<file path="config.mk">
export PLATFORM = sky130hd
export DESIGN_NAME = seg_scan_mux
export DESIGN_NICKNAME = d
export VERILOG_FILES = /design/src/rtl/seg_scan_mux.sv
export SDC_FILE = /design/constraint.sdc
export NUM_CORES = 1
export LEC_CHECK = 0
export BUFFER_PORTS_ARGS = -buffer_cell sky130_fd_sc_hd__buf_2
export CAP_MARGIN = 0
export CORE_ASPECT_RATIO = 0.8
export CORE_MARGIN = 4
export CORE_UTILIZATION = 25
export DETAILED_ROUTE_END_ITERATION = 7
export SLEW_MARGIN = 0
export SYNTH_ARGS = -nofsm -noshare
export SYNTH_HDL_FRONTEND = slang
export SYNTH_SLANG_ARGS = --single-unit
</file>
<file path="constraint.sdc">
create_clock -name clk -period 4.7 [get_ports clk]
set_clock_uncertainty 0.15 [all_clocks]
set_input_delay 0.47 -clock clk [delete_from_list [all_inputs] [get_ports clk]]
set_output_delay 0.47 -clock clk [all_outputs]
set_load 0.005 [all_outputs]
</file>
<file path="src/rtl/seg_scan_mux.sv">
// Purpose : time-multiplexed 8-digit 7-segment scanner with frame-coherent latching and anti-ghost blanking.
// Latency : cat/seg are registered and lag the internal scan state by one cycle; inputs are sampled once per frame.
// Backpres: none; free-running scan that cannot stall, and data/enable are sampled only at frame boundaries.
//
// Ports:
//   clk        system clock
//   rst_n      asynchronous active-low reset
//   data       packed hex nibbles, digit k = data[4k+3:4k], digit 7 leftmost
//   enable     per-digit show mask, enable[k]=0 blanks digit k
//   cat        active-low cathode selects, cat[k] drives digit k, idle 8'hFF
//   seg        {dp,g,f,e,d,c,b,a} active-high, dp always 0
//   frame_tick one-cycle pulse on the cycle after the shadow registers load
module seg_scan_mux #(
   parameter int SCAN_DIV  = 50000,
   parameter int BLANK_CYC = 500
) (
   input  logic        clk,
   input  logic        rst_n,
   input  logic [31:0] data,
   input  logic [7:0]  enable,
   output logic [7:0]  cat,
   output logic [7:0]  seg,
   output logic        frame_tick
);

   generate
      if (SCAN_DIV < 2 || BLANK_CYC < 1 || BLANK_CYC > SCAN_DIV - 1) begin : g_bad_param
         $error("seg_scan_mux: need SCAN_DIV >= 2 and 1 <= BLANK_CYC <= SCAN_DIV-1");
      end
   endgenerate

   localparam int             CW        = $clog2(SCAN_DIV);
   localparam logic [CW-1:0]  CNT_LAST  = CW'(SCAN_DIV - 1);
   localparam logic [CW-1:0]  BLANK_END = CW'(BLANK_CYC);

   logic [CW-1:0] cnt_q, cnt_d;
   logic [2:0]    idx_q, idx_d;
   logic [31:0]   data_sh_q, data_sh_d;
   logic [7:0]    en_sh_q, en_sh_d;
   logic [7:0]    cat_q, cat_d;
   logic [7:0]    seg_q, seg_d;
   logic          frame_tick_q, frame_tick_d;
   logic          slot_end;
   logic          frame_end;
   logic [3:0]    nib;

   // Hex font, bit order {g,f,e,d,c,b,a}.
   function automatic logic [6:0] font(input logic [3:0] v);
      logic [6:0] f;
      case (v)
         4'h0: f = 7'h3F;
         4'h1: f = 7'h06;
         4'h2: f = 7'h5B;
         4'h3: f = 7'h4F;
         4'h4: f = 7'h66;
         4'h5: f = 7'h6D;
         4'h6: f = 7'h7D;
         4'h7: f = 7'h07;
         4'h8: f = 7'h7F;
         4'h9: f = 7'h6F;
         4'hA: f = 7'h77;
         4'hB: f = 7'h7C;
         4'hC: f = 7'h39;
         4'hD: f = 7'h5E;
         4'hE: f = 7'h79;
         default: f = 7'h71;
      endcase
      return f;
   endfunction

   always_comb begin
      slot_end     = (cnt_q == CNT_LAST);
      frame_end    = slot_end && (idx_q == 3'd7);
      cnt_d        = slot_end ? '0 : cnt_q + 1'b1;
      idx_d        = slot_end ? idx_q + 3'd1 : idx_q;
      // Shadow load only at the frame boundary so a frame never mixes old and new digits.
      data_sh_d    = frame_end ? data   : data_sh_q;
      en_sh_d      = frame_end ? enable : en_sh_q;
      frame_tick_d = frame_end;
      nib          = data_sh_q[4*idx_q +: 4];
      // Blank the head of every slot so the previous digit's pattern never ghosts onto the next cathode.
      if (cnt_q < BLANK_END || !en_sh_q[idx_q]) begin
         cat_d = 8'hFF;
         seg_d = 8'h00;
      end else begin
         cat_d = ~(8'b1 << idx_q);
         seg_d = {1'b0, font(nib)};
      end
   end

   always_ff @(posedge clk or negedge rst_n) begin
      if (!rst_n) begin
         cnt_q        <= '0;
         idx_q        <= 3'd0;
         data_sh_q    <= 32'h0;
         en_sh_q      <= 8'h00;
         cat_q        <= 8'hFF;
         seg_q        <= 8'h00;
         frame_tick_q <= 1'b0;
      end else begin
         cnt_q        <= cnt_d;
         idx_q        <= idx_d;
         data_sh_q    <= data_sh_d;
         en_sh_q      <= en_sh_d;
         cat_q        <= cat_d;
         seg_q        <= seg_d;
         frame_tick_q <= frame_tick_d;
      end
   end

   assign cat        = cat_q;
   assign seg        = seg_q;
   assign frame_tick = frame_tick_q;

endmodule
</file>
==> tab_implementation.tex, run 1 <==
\begin{tabular}{lr}
\hline
Metric & Value \\
\hline
\multicolumn{2}{l}{\textbf{Status}} \\
Status & finished clean \\
\multicolumn{2}{l}{\textbf{Worst setup path}} \\
Critical path capture point type & flip-flop \\
WS Path Type & flip-flop to flip-flop \\
Register-to-register setup slack & about 1.6 ns \\
Endpoint of the worst-slack reg-to-reg timing path & seg[6]\$\_DFF\_PN0\_ \\
CP max FO & 13 \\
Arrival time at the worst endpoint & about 3.2 ns \\
Data required time of the worst path & 4.77 ns \\
FF-to-FF Start & idx\_q[0]\$\_DFFE\_PN0N\_ \\
Cell depth of the worst flop-to-flop path & 4 \\
Setup crit start kind & flip-flop \\
\multicolumn{2}{l}{\textbf{Global routing}} \\
Largest net degree at the start of global routing & 76 \\
Total GRT Usage & 0.0946 \\
Gr ovfl total & 0 \\
Number of global-route vias before repair & 2245 \\
Initial antenna violation count & 0 \\
First-pass GRT wire length & approximately 12 mm \\
\multicolumn{2}{l}{\textbf{Synth}} \\
Cell area after synthesis & 3630 sq um \\
Most area-hungry cell type in the Yosys netlist & sky130\_fd\_sc\_hd\_\_dfrtp\_1 \\
Prevailing post-synth register cell & sky130\_fd\_sc\_hd\_\_dfrtp\_1 \\
YS warnings & 0 \\
Nets in the synthesized netlist & 313 \\
Synthesized area per cell & around 14 sq um \\
Netlist cell types & 39 \\
Synth Register Bits & 75 \\
Number of enable flip-flop cells after synthesis & 0 \\
Share of synthesized flip-flops with an asynchronous set or reset & 1.00 \\
Top post-synthesis cells by area & sky130\_fd\_sc\_hd\_\_dfrtp\_1, sky130\_fd\_sc\_hd\_\_mux2\_4, sky130\_fd\_sc\_hd\_\_mux4\_2 \\
Sequential-to-total area share from yosys stat & 0.520 \\
Fraction of post-synthesis cell area in the top cell type by area & 0.462 \\
Post-synth top cells & sky130\_fd\_sc\_hd\_\_dfrtp\_1, sky130\_fd\_sc\_hd\_\_mux2\_4, sky130\_fd\_sc\_hd\_\_nor2\_1 \\
Top-count cell post-synth & sky130\_fd\_sc\_hd\_\_dfrtp\_1 \\
Gate Count Post-Synth & between 200 and 300 \\
\multicolumn{2}{l}{\textbf{STA}} \\
Slew Limit Fails & 0 \\
Highest achievable clock rate & about 0.32 GHz \\
Setup total negative slack & 0 ns \\
Final critical-path share of the clock period & 0.663 \\
Total setup violations reported at the end of the flow & 0 \\
Slew at the pin closest to its max-slew limit & 1.11 ns \\
Number of hold violations in the final report & 0 \\
Worst relative slew slack & 0.240 \\
Setup repair after global routing missed its margin & no \\
Final critical delay including setup and external delays & 3.11 ns \\
\multicolumn{2}{l}{\textbf{CTS}} \\
Number of clock buffers inserted by TritonCTS & 9 \\
Clock insertion delay at the later pin of the skew report & 0.34 ns \\
Clk sink count & 75 \\
Count of instances resized after the clock tree is built & 0 \\
Clock root buffer & sky130\_fd\_sc\_hd\_\_clkbuf\_16 \\
Clock buffer depth & 2 \\
CTS clock-pin slew for the worst setup and hold paths & $\sim$0.060 ns \\
TritonCTS clock tree & built \\
Post-CTS setup buffer count & 0 \\
Count of hold-fix buffers inserted at cts & 0 \\
H-tree depth & 3 \\
\multicolumn{2}{l}{\textbf{Floorplan}} \\
Initial standard-cell utilization of the core & 0.255 \\
Total die area & about 17000 sq um \\
Y dimension of the die & 116 um \\
Floorplan core area & 14200 sq um \\
Chip width & 143 um \\
Number of top-level design ports & between 50 and 60 \\
Number of standard-cell rows in the floorplan & 39 \\
\multicolumn{2}{l}{\textbf{Route}} \\
Met3 wire len & 393 um \\
Routed wire length & $\sim$7.5 mm \\
Via count & approximately 2.2k \\
Total met2 wirelength after detailed routing & slightly above 3 mm \\
Met1 Routed Length & about 4 mm \\
Highest metal layer used by the detailed router & met4 \\
DRC violation total after the first TritonRoute iteration & 110 \\
Detail-routed net length per standard cell & about 15 um \\
Number of design rule violations left after detail routing & 0 \\
Residual antenna-violating net count after detailed routing & 0 \\
Drt first pass iters & 4 \\
DR vias/cell & between 4 and 5 \\
\multicolumn{2}{l}{\textbf{Pwr}} \\
Maximum vdd ir drop & about 0.18 mV \\
Power density cells & approximately 370 nW/um\^{}2 \\
Leakage power summed over all cells & 0.00215 uW \\
\multicolumn{2}{l}{\textbf{Min path}} \\
Tightest Hold Check Type & input pin to async pin \\
\multicolumn{2}{l}{\textbf{Cells and area}} \\
FILL cells & between 1k and 1.5k \\
Area added between synthesis and finish & 23.2\% \\
Number of nets in the layout & $\sim$370 \\
Layout Cells excl Fill & roughly 500 \\
Diode count & 0 \\
Fraction of final layout cells with drive strength greater than 1 & 0.438 \\
\multicolumn{2}{l}{\textbf{Placement}} \\
Count of input and output buffers & 57 \\
Final weighted congestion in routability-driven placement & 0.810 \\
Post-DP HPWL & about 5.5 mm \\
Placed Cells & 490 \\
\multicolumn{2}{l}{\textbf{Job}} \\
Number of max-cap violations & 0 \\
\hline
\end{tabular}
[flip-flops by register name, summed over array words and instances (netlist names)]
name        flops
data_sh_q      32
cnt_q          16
cat             8
en_sh_q         8
seg             7
idx_q           3
frame_tick      1
[layout by cell type (no fill, tap or decap), types with 8 or more instances in the layout]
master,n
sky130_fd_sc_hd__xnor2_1,8
sky130_fd_sc_hd__dfrtp_1,67
sky130_fd_sc_hd__dfstp_2,8
sky130_fd_sc_hd__mux2_4,40
sky130_fd_sc_hd__ha_1,13
sky130_fd_sc_hd__nor2_1,18
sky130_fd_sc_hd__nand3_1,10
sky130_fd_sc_hd__nand2_1,14
sky130_fd_sc_hd__mux4_2,10
sky130_fd_sc_hd__buf_2,56
sky130_fd_sc_hd__clkbuf_16,9
[cell type report]
type / count / area [sq um] / share of cell area
clock inverter: 7 / 164 / 0.0367
sequential: 75 / 1890 / 0.422
inverter: 7 / 26.3 / 0.00588
tap: 184 / 230 / 0.0515
timing repair buffer: 58 / 295 / 0.0660
multi-input combinational: 166 / 1640 / 0.368
clock buffer: 9 / 225 / 0.0504
[worst max path at each step]
stage                               from                to  slack, ns  cells after the start
detailed placement  idx_q[0]$_DFFE_PN0N_  seg[6]$_DFF_PN0_       1.57                      4
global placement    idx_q[0]$_DFFE_PN0N_  seg[0]$_DFF_PN0_       1.68                      5
global route        idx_q[0]$_DFFE_PN0N_  seg[6]$_DFF_PN0_       1.26                      4
floorplan           idx_q[0]$_DFFE_PN0N_  seg[3]$_DFF_PN0_       2.27                      9
finish              idx_q[0]$_DFFE_PN0N_  seg[6]$_DFF_PN0_       1.59                      4
CTS                 idx_q[0]$_DFFE_PN0N_  seg[6]$_DFF_PN0_       1.54                      4
[kinds of logic after synthesis]
logic type	synth area share
flip-flops	0.520
AND/OR/NAND/NOR	0.0892
multiplexers	0.254
buffers and inverters	0.0276
AO/OA/AOI/OAI	0.0303
XOR/XNOR	0.0338
adder cells (fa/ha/maj)	0.0448
other	0.00103
[critical path: stages (launching register included)]
cell and delay [ns]:
sky130_fd_sc_hd__dfrtp_1 0.80, sky130_fd_sc_hd__mux4_2 0.60, sky130_fd_sc_hd__mux2i_1 0.88, sky130_fd_sc_hd__nand2_1 0.22, sky130_fd_sc_hd__o221a_2 0.34
[report_power, final]
part	switching, uW	internal [uW]	leakage, uW
Clock	269	626	0.000190
Combinational	36.7	47.0	0.00104
Sequential	10.8	664	0.000913
[per-stage QoR]
stage / setup WS (ns) / util / power (uW) / hold WS (ns) / area [sq um]
final: 1.59 / 0.314 / 1650 / 0.113 / 4470
after global routing: 1.26 / 0.314 / 1700 / 0.198 / 4470
after CTS: 1.54 / 0.314 / 1680 / 0.162 / 4470
after detailed placement: 1.57 / 0.287 / 771 / 0.333 / 4080
after global placement: 1.68 / 0.287 / 768 / 0.325 / 4080
after floorplan: 2.27 / - / 729 / 0.0244 / 3630
[routing by layer]
| layer | track usage | vias to the layer above |
|---|---|---|
| li1 | - | 1027 |
| met1 | 0.141 | 1079 |
| met2 | 0.128 | 62 |
| met3 | 0.0338 | 6 |
| met4 | 0.0272 | 0 |
| met5 | 0 | - |
Power figures use the tool's default switching activity.
==> inputs of run 2 (changes only) <==
--- a/config.mk
+++ b/config.mk
@@ -5,6 +5,7 @@
 export SDC_FILE = /design/constraint.sdc
 export NUM_CORES = 1
 export LEC_CHECK = 0
+export ABC_AREA = 1
 export BUFFER_PORTS_ARGS = -buffer_cell sky130_fd_sc_hd__buf_2
 export CAP_MARGIN = 0
 export CORE_ASPECT_RATIO = 0.8
==> constraint.sdc (replaced) <==
create_clock -name clk -period 3.2 [get_ports clk]
set_clock_uncertainty 0.15 [all_clocks]
set_input_delay 0.32 -clock clk [delete_from_list [all_inputs] [get_ports clk]]
set_output_delay 0.32 -clock clk [all_outputs]
set_load 0.005 [all_outputs]
==> run 2 against run 1 <==
Against the previous run:
- the flow now finishes with violations (negative hold slack)
- clock power is 11% higher
- power up 20%
- die area grew 5.8%
- sequential power grew 41%
- cell area increased by 1.8%
- sequential share of layout area fell by 0.74 points
- synthesized cell count is 86% higher
- count of clock-buffer cells in the layout increased by 2
- global-route usage up 1.4 points
- maximum frequency grew 32%
- non-clock buffer count unchanged
==> tab_implementation.tex, run 2 <==
\begin{tabular}{lr}
\hline
Metric & Value \\
\hline
\multicolumn{2}{l}{\textbf{Route}} \\
Residual antenna-violating net count after detailed routing & 0 (unchanged) \\
DRC violation total after the first TritonRoute iteration & 132 (was 110) \\
Drt first pass iters & 4 (unchanged) \\
Number of design rule violations left after detail routing & 0 (unchanged) \\
DR vias/cell & 4.08 (was 4.30) \\
Via count & 3046 (was 2174) \\
Detail-routed net length per standard cell & 12.1 um (was 14.9 um) \\
Routed wire length & 9.01 mm (was 7.53 mm) \\
\multicolumn{2}{l}{\textbf{STA}} \\
Setup repair after global routing missed its margin & no (unchanged) \\
Worst relative slew slack & 0.390 (was 0.240) \\
Total setup violations reported at the end of the flow & 0 (unchanged) \\
Slew Limit Fails & 0 (unchanged) \\
Post-Route Hold Slack & -0.0213 ns (was 0.113 ns) \\
Number of hold violations in the final report & 48 (was 0) \\
Final critical-path share of the clock period & 0.736 (was 0.663) \\
Slew at the pin closest to its max-slew limit & 0.916 ns (was 1.11 ns) \\
Setup total negative slack & 0 ns (unchanged) \\
Highest achievable clock rate & 0.425 GHz (was 0.321 GHz) \\
Final critical delay including setup and external delays & 2.35 ns (was 3.11 ns) \\
PnR worst setup slack & 0.845 ns (was 1.59 ns) \\
\multicolumn{2}{l}{\textbf{CTS}} \\
Count of hold-fix buffers inserted at cts & 0 (unchanged) \\
TritonCTS clock tree & built (unchanged) \\
Clock root buffer & sky130\_fd\_sc\_hd\_\_clkbuf\_16 (unchanged) \\
CTS clock-pin slew for the worst setup and hold paths & 0.06 ns (about the same) \\
Clock buffer depth & 2 (unchanged) \\
Number of clock buffers inserted by TritonCTS & 9 (unchanged) \\
H-tree depth & 3 (unchanged) \\
Post-CTS setup buffer count & 0 (unchanged) \\
Clock insertion delay at the later pin of the skew report & 0.34 ns (about the same) \\
Clk sink count & 75 (unchanged) \\
Count of instances resized after the clock tree is built & 0 (unchanged) \\
\multicolumn{2}{l}{\textbf{Floorplan}} \\
Chip width & 147 um (was 143 um) \\
Number of top-level design ports & 59 (unchanged) \\
Number of standard-cell rows in the floorplan & 40 (was 39) \\
Y dimension of the die & 119 um (was 116 um) \\
Initial standard-cell utilization of the core & 0.256 (was 0.255) \\
Total die area & 17500 sq um (was 16500 sq um) \\
Floorplan core area & 15100 sq um (was 14200 sq um) \\
\multicolumn{2}{l}{\textbf{Global routing}} \\
Largest net degree at the start of global routing & 76 (unchanged) \\
Total GRT Usage & 0.109 (was 0.0946) \\
Gr ovfl total & 0 (unchanged) \\
Initial antenna violation count & 0 (unchanged) \\
First-pass GRT wire length & 15.4 mm (was 11.9 mm) \\
Number of global-route vias before repair & 3057 (was 2245) \\
\multicolumn{2}{l}{\textbf{Cells and area}} \\
Flip-flop count of the largest register, all copies and words added & 32 (unchanged) \\
Register name with the most flops & data\_sh\_q (unchanged) \\
Fraction of final layout cells with drive strength greater than 1 & 0.192 (was 0.438) \\
Commonest non-fill, non-tap cell in the layout & sky130\_fd\_sc\_hd\_\_nand2\_1 (was sky130\_fd\_sc\_hd\_\_dfrtp\_1) \\
Area used by multi-input combinational logic & 1600 sq um (was 1640 sq um) \\
Registers with the most flip-flops & data\_sh\_q x32, cnt\_q x16 (unchanged) \\
FILL cells & 1625 (was 1436) \\
Final design instance area without fill & 4550 sq um (was 4470 sq um) \\
Layout Cells excl Fill & 747 (was 506) \\
Number of nets in the layout & 587 (was 372) \\
Final core utilization & 0.302 (was 0.314) \\
Highest-count cells in the layout ignoring fill and taps & sky130\_fd\_sc\_hd\_\_nand2\_1, sky130\_fd\_sc\_hd\_\_dfrtp\_1, sky130\_fd\_sc\_hd\_\_buf\_2 (was sky130\_fd\_sc\_hd\_\_dfrtp\_1, sky130\_fd\_sc\_hd\_\_buf\_2, sky130\_fd\_sc\_hd\_\_mux2\_4) \\
Diode count & 0 (unchanged) \\
Sequential cell area & 1890 sq um (unchanged) \\
Area added between synthesis and finish & 18.0\% (was 23.2\%) \\
\multicolumn{2}{l}{\textbf{Pwr}} \\
Leakage power summed over all cells & 0.00228 uW (was 0.00215 uW) \\
Switching Fraction & 0.209 (was 0.192) \\
Maximum vdd ir drop & 0.181 mV (was 0.178 mV) \\
Part of the power in combinational logic & 0.023 (was 0.051) \\
Part of the power in registers & 0.477 (was 0.408) \\
Design internal power & 1570 uW (was 1340 uW) \\
Clock share of power & 0.500 (was 0.541) \\
Net switching component of the power & 416 uW (was 317 uW) \\
Power density cells & 437 nW/um\^{}2 (was 370 nW/um\^{}2) \\
\multicolumn{2}{l}{\textbf{Synth}} \\
Sequential-to-total area share from yosys stat & 0.489 (was 0.520) \\
Cell area after synthesis & 3860 sq um (was 3630 sq um) \\
Synth Register Bits & 75 (unchanged) \\
Gate Count Post-Synth & 479 (was 258) \\
Top post-synthesis cells by area & sky130\_fd\_sc\_hd\_\_dfrtp\_1, sky130\_fd\_sc\_hd\_\_nand2\_1, sky130\_fd\_sc\_hd\_\_nand3\_1 (was sky130\_fd\_sc\_hd\_\_dfrtp\_1, sky130\_fd\_sc\_hd\_\_mux2\_4, sky130\_fd\_sc\_hd\_\_mux4\_2) \\
Post-synth top cells & sky130\_fd\_sc\_hd\_\_nand2\_1, sky130\_fd\_sc\_hd\_\_dfrtp\_1, sky130\_fd\_sc\_hd\_\_inv\_1 (was sky130\_fd\_sc\_hd\_\_dfrtp\_1, sky130\_fd\_sc\_hd\_\_mux2\_4, sky130\_fd\_sc\_hd\_\_nor2\_1) \\
Fraction of post-synthesis cell area in the top cell type by area & 0.435 (was 0.462) \\
Top-count cell post-synth & sky130\_fd\_sc\_hd\_\_nand2\_1 (was sky130\_fd\_sc\_hd\_\_dfrtp\_1) \\
Most area-hungry cell type in the Yosys netlist & sky130\_fd\_sc\_hd\_\_dfrtp\_1 (unchanged) \\
Prevailing post-synth register cell & sky130\_fd\_sc\_hd\_\_dfrtp\_1 (unchanged) \\
Number of enable flip-flop cells after synthesis & 0 (unchanged) \\
YS warnings & 0 (unchanged) \\
Netlist cell types & 33 (was 39) \\
Nets in the synthesized netlist & 534 (was 313) \\
Share of synthesized flip-flops with an asynchronous set or reset & 1.00 (unchanged) \\
Synthesized area per cell & 8.05 sq um (was 14.1 sq um) \\
\multicolumn{2}{l}{\textbf{Placement}} \\
Count of input and output buffers & 57 (unchanged) \\
Total placed instance area & 4260 sq um (was 4080 sq um) \\
Final weighted congestion in routability-driven placement & 0.853 (was 0.810) \\
Post-DP HPWL & 6.56 mm (was 5.45 mm) \\
DP Worst Slack & 0.855 ns (was 1.57 ns) \\
Placed Cells & 731 (was 490) \\
\multicolumn{2}{l}{\textbf{Worst setup path}} \\
WS Path Type & flip-flop to flip-flop (unchanged) \\
Data required time of the worst path & 3.27 ns (was 4.77 ns) \\
Setup crit start kind & flip-flop (unchanged) \\
Critical path capture point type & flip-flop (unchanged) \\
CP max FO & 12 (was 13) \\
Arrival time at the worst endpoint & 2.42 ns (was 3.18 ns) \\
\multicolumn{2}{l}{\textbf{Status}} \\
Failing checks & negative hold slack \\
Status & finished with violations (was finished clean) \\
\multicolumn{2}{l}{\textbf{Min path}} \\
Tightest Hold Check Type & input pin to async pin (unchanged) \\
\multicolumn{2}{l}{\textbf{Job}} \\
Number of max-cap violations & 0 (unchanged) \\
\hline
\end{tabular}
## run 2: changes by cell type after synthesis, sizes merged, moves of 10 or more
| cell | previous run | this run |
|---|---|---|
| o21ai | 3 | 21 |
| inv | 6 | 50 |
| nand3 | 10 | 46 |
| mux2 | 41 | 0 |
| mux4 | 10 | 0 |
| nor2 | 18 | 31 |
| nand2 | 15 | 201 |
## run 2: final cells by class
type | instances | share of cell area
inverter | 52 | 0.0456
clock buffer | 11 | 0.0511
tap | 210 | 0.0577
sequential | 75 | 0.415
multi-input combinational | 336 | 0.352
clock inverter | 5 | 0.0140
timing repair buffer | 58 | 0.0649
## run 2: final timing paths
kind	start	end	slack [ns]	depth (start not counted)
max	idx_q[2]$_DFFE_PN0N_	seg[3]$_DFF_PN0_	0.85	8
min	rst_n	data_sh_q[22]$_DFFE_PN0P_	-0.02	1
max reg2reg	idx_q[2]$_DFFE_PN0N_	seg[3]$_DFF_PN0_	0.85	8
min reg2reg	cnt_q[0]$_DFF_PN0_	cnt_q[0]$_DFF_PN0_	0.33	1
max in group asynchronous	rst_n	cnt_q[14]$_DFF_PN0_	2.34	1
min in group clk	data[31]	data_sh_q[31]$_DFFE_PN0P_	0.03	3
## run 2: critical path, cell delays in order, from the launching register on
cell and delay, ns:
sky130_fd_sc_hd__dfrtp_1 0.59, sky130_fd_sc_hd__clkinv_1 0.36, sky130_fd_sc_hd__nand3_1 0.17, sky130_fd_sc_hd__nand2_1 0.16, sky130_fd_sc_hd__inv_1 0.19, sky130_fd_sc_hd__ha_1 0.20, sky130_fd_sc_hd__nand3_1 0.14, sky130_fd_sc_hd__a21oi_1 0.20
sky130_fd_sc_hd__nor2_1 0.08
## run 2: kinds of logic after synthesis
group / after synthesis / synth area share
DFF: 75 / 0.489
buffers and inverters: 68 / 0.0954
other: 1 / 0.000972
xor gates and xnor gates: 3 / 0.00681
adders and majority gates: 13 / 0.0422
AOI/OAI and AO/OA: 34 / 0.0584
and+or+nand+nor: 285 / 0.307
## run 2: power groups by stage
stage / combinational, uW / clock [uW] / sequential, uW
after floorplan: 1.14 / 0 / 966
after global placement: 49.8 / 0 / 966
after detailed placement: 48.6 / 0 / 966
after CTS: 48.7 / 1020 / 949
after global routing: 54.3 / 1070 / 948
final: 46.3 / 995 / 949
## run 2: per-stage QoR
| step | power [uW] | hold WS (ns) |
|---|---|---|
| final | 1990 | -0.0213 |
| after global routing | 2070 | 0.0225 |
| after CTS | 2020 | 0.00838 |
| after detailed placement | 1010 | 0.316 |
| after global placement | 1020 | 0.293 |
| after floorplan | 967 | -0.126 |
## run 2: routing by layer
layer	vias to the layer above	routed length (um)	global-route usage
li1	1602	-	-
met1	1369	4820	0.160
met2	65	3670	0.155
met3	10	360	0.0194
met4	0	160	0.0458
met5	-	0	0
==> inputs of run 3 (changes only) <==
==> constraint.sdc (replaced) <==
create_clock -name clk -period 1.93 [get_ports clk]
set_clock_uncertainty 0.15 [all_clocks]
set_input_delay 0.193 -clock clk [delete_from_list [all_inputs] [get_ports clk]]
set_output_delay 0.193 -clock clk [all_outputs]
set_load 0.005 [all_outputs]
==> run 3 against run 2 <==
Against the previous run:
- the run now ends clean
- hold slack improved by 0.14 ns
- die area stayed put
- register-to-register slack got worse by 0.75 ns
- critical endpoint is now seg[0]$_DFF_PN0_
- cell count increased by 9.4%
- critical path depth rose by 5
- routed wire length is 8.1% higher
- non-clock buffer count rose by 70
- utilization rose by 5.1 points
- combinational power rose to 3.2 times the previous value
- via count grew 8.9%
==> tab_implementation.tex, run 3 (synthesis gave the netlist of run 2 again) <==
\begin{tabular}{lr}
\hline
Metric & Value \\
\hline
\multicolumn{2}{l}{\textbf{STA}} \\
Slew Limit Fails & 0 (unchanged) \\
Total setup violations reported at the end of the flow & 0 (unchanged) \\
Setup repair after global routing missed its margin & yes (was no) \\
Number of hold violations in the final report & 0 (was 48) \\
Highest achievable clock rate & 0.544 GHz (was 0.425 GHz) \\
Final critical delay including setup and external delays & 1.84 ns (was 2.35 ns) \\
Post-Route Hold Slack & 0.116 ns (was -0.0213 ns) \\
Setup total negative slack & 0 ns (unchanged) \\
Final critical-path share of the clock period & 0.952 (was 0.736) \\
\multicolumn{2}{l}{\textbf{Job}} \\
Number of max-cap violations & 0 (unchanged) \\
\multicolumn{2}{l}{\textbf{Status}} \\
Status & finished clean (was finished with violations) \\
\multicolumn{2}{l}{\textbf{Global routing}} \\
Initial antenna violation count & 0 (unchanged) \\
Routing usage on met1 & 0.178 (was 0.160) \\
Largest net degree at the start of global routing & 44 (was 76) \\
Met2 layer usage reported by global route & 0.169 (was 0.155) \\
Most Used Layer, Global Route & met1 (unchanged) \\
Total GRT Usage & 0.119 (was 0.109) \\
Met3 Resource Use GR & 0.0293 (was 0.0194) \\
Number of global-route vias before repair & 3386 (was 3057) \\
Gr ovfl total & 0 (unchanged) \\
First-pass GRT wire length & 16.8 mm (was 15.4 mm) \\
\multicolumn{2}{l}{\textbf{Floorplan}} \\
Total die area & 17500 sq um (unchanged) \\
Number of standard-cell rows in the floorplan & 40 (unchanged) \\
Initial standard-cell utilization of the core & 0.256 (unchanged) \\
Chip width & 147 um (unchanged) \\
Y dimension of the die & 119 um (unchanged) \\
Floorplan core area & 15100 sq um (unchanged) \\
Number of top-level design ports & 59 (unchanged) \\
\multicolumn{2}{l}{\textbf{Worst setup path}} \\
Critical path's most frequent cell & sky130\_fd\_sc\_hd\_\_nand2\_1 (was sky130\_fd\_sc\_hd\_\_nand3\_1) \\
Register-to-register setup slack & 0.09 ns (was 0.85 ns) \\
FF-to-FF Start & idx\_q[0]\$\_DFFE\_PN0N\_ (was idx\_q[2]\$\_DFFE\_PN0N\_) \\
Cell breakdown of the critical path & buf\_12, nand2\_1, nand2\_1, nand2\_1, nand3\_1, nand2\_2, inv\_2, ha\_2, inv\_2, nand3\_2, nand3\_1, nand2\_1, nor2\_2 (was clkinv\_1, nand3\_1, nand2\_1, inv\_1, ha\_1, nand3\_1, a21oi\_1, nor2\_1) \\
CP max FO & 11 (was 12) \\
Setup crit start kind & flip-flop (unchanged) \\
Cell depth of the worst flop-to-flop path & 13 (was 8) \\
Cell family with the largest share of critical-path delay & simple AND/OR/NAND/NOR gates (was flip-flops) \\
Critical path capture point type & flip-flop (unchanged) \\
Data required time of the worst path & 2.04 ns (was 3.27 ns) \\
Critical path's largest stage delay & 0.45 ns (was 0.59 ns) \\
Levels on crit path & 13 (was 8) \\
Critical-path top delay cell & sky130\_fd\_sc\_hd\_\_dfrtp\_2 (was sky130\_fd\_sc\_hd\_\_dfrtp\_1) \\
Arrival time at the worst endpoint & 1.95 ns (was 2.42 ns) \\
WS Path Type & flip-flop to flip-flop (unchanged) \\
Endpoint of the worst-slack reg-to-reg timing path & seg[0]\$\_DFF\_PN0\_ (was seg[3]\$\_DFF\_PN0\_) \\
Worst path bufs/invs & 3 (was 2) \\
\multicolumn{2}{l}{\textbf{CTS}} \\
Clock root buffer & sky130\_fd\_sc\_hd\_\_clkbuf\_16 (unchanged) \\
CTS clock-pin slew for the worst setup and hold paths & 0.06 ns (about the same) \\
Clock insertion delay at the later pin of the skew report & 0.34 ns (about the same) \\
Clk sink count & 75 (unchanged) \\
TritonCTS clock tree & built (unchanged) \\
H-tree depth & 3 (unchanged) \\
Clock buffer depth & 2 (unchanged) \\
Number of clock buffers inserted by TritonCTS & 9 (unchanged) \\
\multicolumn{2}{l}{\textbf{Placement}} \\
Placed Cells & 755 (was 731) \\
Final weighted congestion in routability-driven placement & 0.819 (was 0.853) \\
Count of input and output buffers & 57 (unchanged) \\
Post-DP HPWL & 6.95 mm (was 6.56 mm) \\
\multicolumn{2}{l}{\textbf{Cells and area}} \\
Highest-count cells in the layout ignoring fill and taps & sky130\_fd\_sc\_hd\_\_nand2\_1, sky130\_fd\_sc\_hd\_\_dfrtp\_1, sky130\_fd\_sc\_hd\_\_buf\_2 (unchanged) \\
Flip-flop count of the largest register, all copies and words added & 32 (unchanged) \\
Registers with the most flip-flops & data\_sh\_q x32, cnt\_q x16 (unchanged) \\
Area added between synthesis and finish & 37.8\% (was 18.0\%) \\
FILL cells & 1573 (was 1625) \\
Number of nets in the layout & 657 (was 587) \\
Fraction of final layout cells with drive strength greater than 1 & 0.257 (was 0.192) \\
Commonest non-fill, non-tap cell in the layout & sky130\_fd\_sc\_hd\_\_nand2\_1 (unchanged) \\
Register name with the most flops & data\_sh\_q (unchanged) \\
Layout Cells excl Fill & 817 (was 747) \\
Diode count & 0 (unchanged) \\
\multicolumn{2}{l}{\textbf{Min path}} \\
Tightest Hold Check Type & input pin to async pin (unchanged) \\
\multicolumn{2}{l}{\textbf{Route}} \\
Number of design rule violations left after detail routing & 0 (unchanged) \\
Residual antenna-violating net count after detailed routing & 0 (unchanged) \\
DRC violation total after the first TritonRoute iteration & 136 (was 132) \\
Via count & 3316 (was 3046) \\
Detail-routed net length per standard cell & 11.9 um (was 12.1 um) \\
Routed wire length & 9.75 mm (was 9.01 mm) \\
Drt first pass iters & 4 (unchanged) \\
DR vias/cell & 4.06 (was 4.08) \\
\multicolumn{2}{l}{\textbf{Pwr}} \\
Power density cells & 644 nW/um\^{}2 (was 437 nW/um\^{}2) \\
Leakage power summed over all cells & 0.00263 uW (was 0.00228 uW) \\
Maximum vdd ir drop & 0.273 mV (was 0.181 mV) \\
\hline
\end{tabular}
[run 3: cell count changes in the layout (fill, tap and decap cells not counted), moves of 3 or more]
cell,delta
sky130_fd_sc_hd__dlygate4sd3_1,+41
sky130_fd_sc_hd__buf_4,+25
sky130_fd_sc_hd__nand3_1,-7
sky130_fd_sc_hd__nand3_2,+7
sky130_fd_sc_hd__a21oi_1,-3
sky130_fd_sc_hd__a21oi_2,+3
sky130_fd_sc_hd__buf_12,+3
sky130_fd_sc_hd__inv_1,-3
[run 3: metrics by stage]
stage	area (sq um)	util	setup slack, ns	total power [uW]
2_1_floorplan	3860	-	0.00306	1600
3_3_place_gp	4480	0.297	0.0177	1690
3_5_place_dp	4480	0.297	-0.00631	1690
4_1_cts	5190	0.345	0.0249	3460
5_1_grt	5320	0.353	-0.0268	3550
6_report	5320	0.353	0.0922	3420
[run 3: cell type report]
type,count,area (sq um),area share
clock buffers,10,239,0.0450
clock inverters,6,63.8,0.0120
inverters,52,213,0.0400
multi-input cells,336,1670,0.314
flip-flops and latches,75,1890,0.355
well taps,210,263,0.0494
repair buffers,128,978,0.184
[run 3: how the worst max path moves through the flow]
stage	endpoint	start
after floorplan	seg[3]$_DFF_PN0_	idx_q[0]$_DFFE_PN0N_
after global placement	seg[3]$_DFF_PN0_	idx_q[0]$_DFFE_PN0N_
after detailed placement	seg[3]$_DFF_PN0_	idx_q[0]$_DFFE_PN0N_
after CTS	seg[0]$_DFF_PN0_	idx_q[0]$_DFFE_PN0N_
after global routing	seg[3]$_DFF_PN0_	idx_q[0]$_DFFE_PN0N_
final	seg[0]$_DFF_PN0_	idx_q[0]$_DFFE_PN0N_
[run 3: routing by layer]
layer  vias up  part of all wire
met5         -                 0
met1      1513              0.53
met3         8             0.041
met2        62              0.41
li1       1733                 -
met4         0             0.011
[run 3: repair_timing]
| action | 4_1_cts | 5_1_grt |
|---|---|---|
| gates cloned | 0 | 1 |
| pin swaps | 0 | 5 |
| setup endpoints to repair | 3 | 12 |
| resized for setup | 2 | 21 |
| hold buffers | 41 | 0 |
| hold endpoints to repair | 108 | 0 |
| buffers inserted | 0 | 4 |
[run 3: where the power goes]
part | total [uW] | internal [uW] | switching (uW) | leakage, uW
Sequential | 1570 | 1570 | 0 | 0.000795
Combinational | 146 | 88.8 | 56.9 | 0.00169
Clock | 1700 | 1040 | 666 | 0.000145
